==> src/rtl/cpu_program_loader_if.sv <==
// -----------------------------------------------------------------------------
// cpu_program_loader_if
//
// Purpose:
//   Bundles the byte-stream handshake and the instruction-memory load port
//   used by cpu_program_loader.
//
// Signals:
//   start_i          session start pulse (host -> loader)
//   byte_i           stream data byte (host -> loader)
//   byte_valid_i     byte_i holds a valid byte (host -> loader)
//   byte_ready_o     loader can accept a byte (loader -> host)
//   we_im_o          instruction-memory write strobe (loader -> CPU we_im_i)
//   code_o           instruction word (loader -> CPU code_i)
//   immed_address_o  write address (loader -> CPU immed_address_i)
//   en_o             CPU enable (loader -> CPU EN_i)
//   busy_o           session in progress
//   done_o           image loaded successfully
//   err_o            header word count out of range
//
// Modports:
//   master  the loader side
//   slave   the host / CPU side
// -----------------------------------------------------------------------------
interface cpu_program_loader_if #(
    parameter int DATA_W = 16,
    parameter int ADDR_W = 12
);
    logic              start_i;
    logic [7:0]        byte_i;
    logic              byte_valid_i;
    logic              byte_ready_o;
    logic              we_im_o;
    logic [DATA_W-1:0] code_o;
    logic [ADDR_W-1:0] immed_address_o;
    logic              en_o;
    logic              busy_o;
    logic              done_o;
    logic              err_o;

    modport master (
        input  start_i,
        input  byte_i,
        input  byte_valid_i,
        output byte_ready_o,
        output we_im_o,
        output code_o,
        output immed_address_o,
        output en_o,
        output busy_o,
        output done_o,
        output err_o
    );

    modport slave (
        output start_i,
        output byte_i,
        output byte_valid_i,
        input  byte_ready_o,
        input  we_im_o,
        input  code_o,
        input  immed_address_o,
        input  en_o,
        input  busy_o,
        input  done_o,
        input  err_o
    );
endinterface

==> src/rtl/cpu_program_loader.sv <==
// -----------------------------------------------------------------------------
// cpu_program_loader
//
// Purpose:
//   Loads a program image into the CPU_16_bits instruction memory from a byte
//   stream. The stream is a 2-byte word count N (high byte first) followed by
//   N 16-bit instruction words (high byte first). Words are written to
//   consecutive addresses starting at 0, one single-cycle write strobe per
//   word. The CPU is held disabled while loading and enabled once the whole
//   image has been written.
//
// Parameters:
//   DATA_W  instruction word width; must be 16 (two bytes per word)
//   ADDR_W  instruction address width
//   DEPTH   maximum accepted word count; must be <= 2**ADDR_W
//
// Ports:
//   clk_i   clock, all state changes on the rising edge
//   rst_i   synchronous active-high reset
//   bus     cpu_program_loader_if.master: byte stream handshake, start pulse,
//           instruction-memory load port, CPU enable and status flags
// -----------------------------------------------------------------------------
module cpu_program_loader #(
    parameter int DATA_W = 16,
    parameter int ADDR_W = 12,
    parameter int DEPTH  = 4096
) (
    input logic                  clk_i,
    input logic                  rst_i,
    cpu_program_loader_if.master bus
);

    typedef enum logic [2:0] {
        S_IDLE,
        S_CNT_HI,
        S_CNT_LO,
        S_DATA_HI,
        S_DATA_LO,
        S_WRITE,
        S_DONE,
        S_ERR
    } state_t;

    state_t            state;
    state_t            state_nxt;

    // Shared high-byte holding register: count high byte during the header,
    // instruction high byte during each data word.
    logic [7:0]        hi_byte;
    logic [15:0]       word_count;
    logic [ADDR_W-1:0] addr;
    logic [DATA_W-1:0] code;

    logic              ready;
    logic              xfer;
    logic              start_ok;
    logic [15:0]       n_rx;
    logic              last_word;

    assign ready    = (state == S_CNT_HI)  || (state == S_CNT_LO) ||
                      (state == S_DATA_HI) || (state == S_DATA_LO);
    assign xfer     = ready && bus.byte_valid_i;
    assign start_ok = bus.start_i &&
                      ((state == S_IDLE) || (state == S_DONE) || (state == S_ERR));

    // Word count as it appears on the CNT_LO transfer.
    assign n_rx = {hi_byte, bus.byte_i};

    // Compared in 32 bits so that N == 2**ADDR_W does not alias to 0.
    assign last_word = ((32'(addr) + 32'd1) == 32'(word_count));

    // State register
    always_ff @(posedge clk_i) begin
        if (rst_i) begin
            state <= S_IDLE;
        end else begin
            state <= state_nxt;
        end
    end

    // Next-state logic
    always_comb begin
        state_nxt = state;
        unique case (state)
            S_IDLE: begin
                if (bus.start_i) state_nxt = S_CNT_HI;
            end
            S_CNT_HI: begin
                if (xfer) state_nxt = S_CNT_LO;
            end
            S_CNT_LO: begin
                if (xfer) begin
                    if (n_rx == 16'd0) begin
                        state_nxt = S_DONE;
                    end else if (32'(n_rx) > 32'(DEPTH)) begin
                        state_nxt = S_ERR;
                    end else begin
                        state_nxt = S_DATA_HI;
                    end
                end
            end
            S_DATA_HI: begin
                if (xfer) state_nxt = S_DATA_LO;
            end
            S_DATA_LO: begin
                if (xfer) state_nxt = S_WRITE;
            end
            S_WRITE: begin
                state_nxt = last_word ? S_DONE : S_DATA_HI;
            end
            S_DONE, S_ERR: begin
                if (bus.start_i) state_nxt = S_CNT_HI;
            end
            default: begin
                state_nxt = S_IDLE;
            end
        endcase
    end

    // Datapath registers: byte capture, word count, write address and word.
    always_ff @(posedge clk_i) begin
        if (rst_i) begin
            hi_byte    <= 8'd0;
            word_count <= 16'd0;
            addr       <= '0;
            code       <= '0;
        end else begin
            if (start_ok) begin
                addr <= '0;
            end
            unique case (state)
                S_CNT_HI: begin
                    if (xfer) hi_byte <= bus.byte_i;
                end
                S_CNT_LO: begin
                    if (xfer) word_count <= n_rx;
                end
                S_DATA_HI: begin
                    if (xfer) hi_byte <= bus.byte_i;
                end
                S_DATA_LO: begin
                    if (xfer) code <= DATA_W'({hi_byte, bus.byte_i});
                end
                S_WRITE: begin
                    // Wraps only after the final word of an N == 2**ADDR_W image.
                    addr <= addr + 1'b1;
                end
                default: begin
                end
            endcase
        end
    end

    // Outputs are decoded from state so the write strobe lasts exactly the
    // one WRITE cycle and reset clears every flag on the following edge.
    assign bus.byte_ready_o    = ready;
    assign bus.we_im_o         = (state == S_WRITE);
    assign bus.code_o          = code;
    assign bus.immed_address_o = addr;
    assign bus.en_o            = (state == S_DONE);
    assign bus.busy_o          = (state == S_CNT_HI)  || (state == S_CNT_LO)  ||
                                 (state == S_DATA_HI) || (state == S_DATA_LO) ||
                                 (state == S_WRITE);
    assign bus.done_o          = (state == S_DONE);
    assign bus.err_o           = (state == S_ERR);

endmodule
==> src/flat_wrapper.sv <==
// flat-port wrapper written by rule: the top's interface ports become plain ports
module cpu_program_loader_flat 
#(
    parameter int DATA_W = 16,
    parameter int ADDR_W = 12,
    parameter int DEPTH  = 4096
)
  (clk_i, rst_i, bus_start_i, bus_byte_i, bus_byte_valid_i, bus_byte_ready_o, bus_we_im_o, bus_code_o, bus_immed_address_o, bus_en_o, bus_busy_o, bus_done_o, bus_err_o);
  cpu_program_loader_if #(.DATA_W(DATA_W), .ADDR_W(ADDR_W)) bus_i ();
  input logic clk_i;
  input logic rst_i;
  input wire logic [$bits(bus_i.start_i)-1:0] bus_start_i;
  input wire logic [$bits(bus_i.byte_i)-1:0] bus_byte_i;
  input wire logic [$bits(bus_i.byte_valid_i)-1:0] bus_byte_valid_i;
  output wire logic [$bits(bus_i.byte_ready_o)-1:0] bus_byte_ready_o;
  output wire logic [$bits(bus_i.we_im_o)-1:0] bus_we_im_o;
  output wire logic [$bits(bus_i.code_o)-1:0] bus_code_o;
  output wire logic [$bits(bus_i.immed_address_o)-1:0] bus_immed_address_o;
  output wire logic [$bits(bus_i.en_o)-1:0] bus_en_o;
  output wire logic [$bits(bus_i.busy_o)-1:0] bus_busy_o;
  output wire logic [$bits(bus_i.done_o)-1:0] bus_done_o;
  output wire logic [$bits(bus_i.err_o)-1:0] bus_err_o;
  assign bus_i.start_i = bus_start_i;
  assign bus_i.byte_i = bus_byte_i;
  assign bus_i.byte_valid_i = bus_byte_valid_i;
  assign bus_byte_ready_o = bus_i.byte_ready_o;
  assign bus_we_im_o = bus_i.we_im_o;
  assign bus_code_o = bus_i.code_o;
  assign bus_immed_address_o = bus_i.immed_address_o;
  assign bus_en_o = bus_i.en_o;
  assign bus_busy_o = bus_i.busy_o;
  assign bus_done_o = bus_i.done_o;
  assign bus_err_o = bus_i.err_o;
  cpu_program_loader #(.DATA_W(DATA_W), .ADDR_W(ADDR_W), .DEPTH(DEPTH)) u_core (.clk_i(clk_i), .rst_i(rst_i), .bus(bus_i));
endmodule
==> config.mk <==
export PLATFORM = sky130hd
export DESIGN_NAME = cpu_program_loader_flat
export DESIGN_NICKNAME = d
export VERILOG_FILES = /design/src/rtl/cpu_program_loader_if.sv /design/src/rtl/cpu_program_loader.sv /design/src/flat_wrapper.sv
export SDC_FILE = /design/constraint.sdc
export NUM_CORES = 1
export LEC_CHECK = 0
export ABC_AREA = 1
export CORE_UTILIZATION = 48
export DETAILED_ROUTE_END_ITERATION = 16
export GPL_TIMING_DRIVEN = 0
export PLACE_DENSITY = 0.85
export SETUP_SLACK_MARGIN = 0.3
export SYNTH_ARGS = -nofsm -noshare
export SYNTH_HDL_FRONTEND = slang
export SYNTH_SLANG_ARGS = --single-unit
==> constraint.sdc <==
create_clock -name clk_i -period 1.7 [get_ports clk_i]
set_input_delay 0.255 -clock clk_i [delete_from_list [all_inputs] [get_ports clk_i]]
set_output_delay 0.255 -clock clk_i [all_outputs]
set_load 0.01 [all_outputs]
==> results of run 1 <==
-- flip-flops by register name (all words and copies together) (netlist names) --
signal / count
u_core.bus.immed_address_o: 12
u_core.state: 3
u_core.hi_byte: 8
u_core.bus.code_o: 16
u_core.word_count: 16
-- through the flow --
| step | std cells | TNS, ns |
|---|---|---|
| after detailed placement | 538 | -1.71 |
| after global routing | 573 | -0.684 |
| after CTS | 566 | -0.0249 |
| after floorplan | 422 | 0 |
| final | 573 | -0.326 |
| after global placement | 538 | -1.17 |
-- power by group --
| group | internal (mW) | leakage (nW) | total, mW | switching, mW |
|---|---|---|---|---|
| Combinational | 0.790 | 1.16 | 1.81 | 1.02 |
| Sequential | 1.46 | 0.455 | 1.61 | 0.147 |
| Clock | 0.299 | 0.0461 | 0.746 | 0.447 |
| Total | 2.55 | 1.66 | 4.16 | 1.61 |
-- cells by family after synthesis --
kind of cell	synth area share, %
AND/OR/NAND/NOR	33.3
adder cells (fa/ha/maj)	0.450
flip-flops	39.6
buffers and inverters	9.40
AO/OA/AOI/OAI	17.2
-- routing by layer --
layer	track usage, %	share of wire [%]	up-vias
met1	33.3	39	1466
met5	0	0	-
met3	5.23	7.9	43
met4	10.9	3.9	0
met2	48.1	49	188
li1	-	-	1537
-- final timing paths --
path | startpoint | end | slack (ns) | cells past startpoint
max | u_core.state[0]$_SDFFE_PP0P_ | u_core.state[2]$_SDFFE_PP0P_ | -0.13 | 11
min | u_core.bus.code_o[2]$_SDFFE_PP0P_ | u_core.bus.code_o[2]$_SDFFE_PP0P_ | 0.47 | 2
max reg2reg | u_core.state[0]$_SDFFE_PP0P_ | u_core.state[2]$_SDFFE_PP0P_ | -0.13 | 11
min reg2reg | u_core.bus.code_o[2]$_SDFFE_PP0P_ | u_core.bus.code_o[2]$_SDFFE_PP0P_ | 0.47 | 2
-- worst max-delay path: stages (launching register included) --
cell and delay, ns:
sky130_fd_sc_hd__dfxtp_1 0.32, sky130_fd_sc_hd__buf_6 0.13, sky130_fd_sc_hd__buf_4 0.16, sky130_fd_sc_hd__o21ai_4 0.19, sky130_fd_sc_hd__o21ai_4 0.09, sky130_fd_sc_hd__nor2_4 0.13
sky130_fd_sc_hd__inv_2 0.04, sky130_fd_sc_hd__or2_1 0.21, sky130_fd_sc_hd__nand2_2 0.13, sky130_fd_sc_hd__nor2_2 0.07, sky130_fd_sc_hd__o21ai_1 0.20, sky130_fd_sc_hd__a21oi_2 0.05
-- cell type report --
class,count,area [sq um]
timing repair buffer,71,647
buffer,17,130
tap,72,90.1
inverter,48,190
fill,420,1530
multi-input combinational,302,1730
clock inverter,2,15.0
clock buffer,6,72.6
sequential,55,1130
-- placed cells by master (no fill, tap or decap), types with 2 or more instances in the layout --
cell	netlist	routed
sky130_fd_sc_hd__nand2_1	100	90
sky130_fd_sc_hd__nand3_1	50	43
sky130_fd_sc_hd__inv_1	44	41
sky130_fd_sc_hd__dfxtp_1	55	41
sky130_fd_sc_hd__a21oi_1	55	39
sky130_fd_sc_hd__dlygate4sd2_1	0	30
sky130_fd_sc_hd__nor2_1	33	26
sky130_fd_sc_hd__buf_4	4	18
sky130_fd_sc_hd__buf_6	0	17
sky130_fd_sc_hd__a21oi_2	1	16
sky130_fd_sc_hd__o21ai_2	0	14
sky130_fd_sc_hd__nand2_2	6	11
sky130_fd_sc_hd__o21ai_0	28	11
sky130_fd_sc_hd__clkdlybuf4s50_1	0	10
sky130_fd_sc_hd__nor2_4	1	9
sky130_fd_sc_hd__dfxtp_2	0	8
sky130_fd_sc_hd__nand3_2	0	7
sky130_fd_sc_hd__clkbuf_1	11	6
sky130_fd_sc_hd__nand4_1	6	6
sky130_fd_sc_hd__dfxtp_4	0	6
sky130_fd_sc_hd__nor2_2	6	5
sky130_fd_sc_hd__clkbuf_8	0	5
sky130_fd_sc_hd__inv_2	4	4
sky130_fd_sc_hd__nand2_4	0	4
sky130_fd_sc_hd__inv_4	0	3
sky130_fd_sc_hd__o21ai_1	2	3
sky130_fd_sc_hd__o21ai_4	0	2
sky130_fd_sc_hd__or2_1	2	2
sky130_fd_sc_hd__inv_6	0	2
sky130_fd_sc_hd__a21o_1	2	2
sky130_fd_sc_hd__clkbuf_2	0	2
sky130_fd_sc_hd__nor3_1	2	2
sky130_fd_sc_hd__buf_8	0	2
sky130_fd_sc_hd__buf_2	2	2
-- timing repair --
item | 4_1_cts | 5_1_grt
setup buffers | 18 | 6
pin swaps | 17 | 21
cloned | 2 | 1
gates resized for setup | 122 | 63
setup endpoints to repair | 81 | 48
hold buffers | 0 | 0
==> summary.md, run 1 <==
| Metric | Value |
|---|---|
| Outcome | complete, but fails checks |
| Violations in the final reports | setup timing |
| Sequential element share of the synthesized area | 39.6% |
| DRC violations left | 0 |
| Cell Pwr Density | 1040 mW/mm^2 |
| Final setup violation count | 4 |
| Worst Setup Start Kind | flop |
| Nets@finish | 513 |
| H-tree depth | 2 |
| Tcrit/Tclk final | 108% |
| Synth Instances | 422 |
| Area inside the core boundary | 0.00554 sq mm |
| Syn Area/Cell | 6.59 sq um |
| Number of antenna violations at the first check in global routing | 0 |
| Mapped cell area | 0.00278 sq mm |
| Biggest area consumer among synthesized cells | sky130_fd_sc_hd__dfxtp_1 |
| Area growth from synthesis to final layout | 44.1% |
| Largest cells by area after synthesis | sky130_fd_sc_hd__dfxtp_1 (40%), sky130_fd_sc_hd__nand2_1 (13%), sky130_fd_sc_hd__a21oi_1 (9.9%), sky130_fd_sc_hd__nand3_1 (9.0%), sky130_fd_sc_hd__inv_1 (5.9%) |
| Worst slack, placed | -0.211 ns |
| Vias | 3234 |
| Die Area | 0.00610 sq mm |
| Source-to-sink clock delay at the later pin of the worst-skew pair | 0.32 ns |
| Count of max-cap constraint violations | 0 |
| Combined global-route utilization of all metal layers | 27.6% |
| WHS | 0.467 ns |
| Final total power | 4.16 mW |
| Number of global-route vias before repair | 2973 |
| Number of DRC violations after detailed-routing iteration 0 | 254 |
| Floorplan die width | 78.1 um |
| Max Slew Vio Count | 0 |
| Highest fanout seen on the critical path | 5 |
| Post-synth top flop | sky130_fd_sc_hd__dfxtp_1 |
| Fraction of final layout cells with drive strength greater than 1 | 29.1% |
| Clock tree from TritonCTS | built |
| Worst slew margin relative to its limit | 47.1% |
| Dominant cell by count in the synthesized netlist | sky130_fd_sc_hd__nand2_1 |
| Post-detailed-route via-to-cell ratio | 5.64 |
| Pin count of the biggest net entering global routing | 18 |
| Category of the most critical setup path | reg -> reg |
| Port Buffers | 44 |
| Overflow after GRT | 0 |
| CP Data Arrival Time | 2.02 ns |
| Final Instance Area | 0.00401 sq mm |
| Peak VDD IR | 808 uV |
| RSZ-0062 raised after global routing | true |
| Net count after synthesis | 435 |
| Starting density of the core | 50.2% |
| Post-route clock skew | 0.0115 ns |
| Final Routed Wirelength | 8.73 mm |
| Maximum root-to-sink buffer count | 2 |
| Capturing element type of the critical path | flop |
| Setup slack of the critical path after layout | -0.133 ns |
| FMAX | 545 MHz |
| Number of I/O pins | 46 |
| Number of sinks driven by the clock tree | 55 |
| Number of register bits inferred by synthesis | 55 |
| Standard-cell rows | 27 |
| Wire length of the first global-routing pass | 13.5 mm |
| Clock buffers created by TritonCTS | 5 |
| Clock Root Buffer | sky130_fd_sc_hd__clkbuf_8 |
| Diodes inserted | 0 |
| Synth Warn # | 0 |
| Final Hold Fails | 0 |
| Count of distinct cell types in the synthesized netlist | 28 |
| Final antenna-violating net count | 0 |
| Mean routed wirelength per cell | 15.2 um |
| Layout Utilization | 72.4% |
| LEAKAGE | 1.66 nW |
| Placer's final routability congestion estimate | 0.875 |
| Critical path data required time | 1.89 ns |
| Commonest cells post-synth | sky130_fd_sc_hd__nand2_1 (100), sky130_fd_sc_hd__a21oi_1 (55), sky130_fd_sc_hd__dfxtp_1 (55) |
| Async S/R FF share, synth | 0% |
| Detailed placer's ending HPWL | 5.39 mm |
| Area fraction of the dominant cell type after synthesis | 39.6% |
| Die Y | 78.1 um |
| Final min period | 1.83 ns |
| Area post-placement | 0.00338 sq mm |
| Slew at the pin closest to its max-slew limit | 0.793 ns |
| Type of the tightest min-delay check | reg -> reg |
| Detailed Routing Iterations Pass 1 | 5 |
| Post-synth EDFFs | 0 |
| Clock transition at the register clock pins on the worst setup and hold paths after CTS | 0.10 ns |
Note: power is estimated with default switching activity, not from simulation.
==> run 2, diff against run 1 <==
- CTS_CLUSTER_DIAMETER: default -> 120
==> results of run 2 <==
Final layout, timing and power as in run 1 (identical DEF).
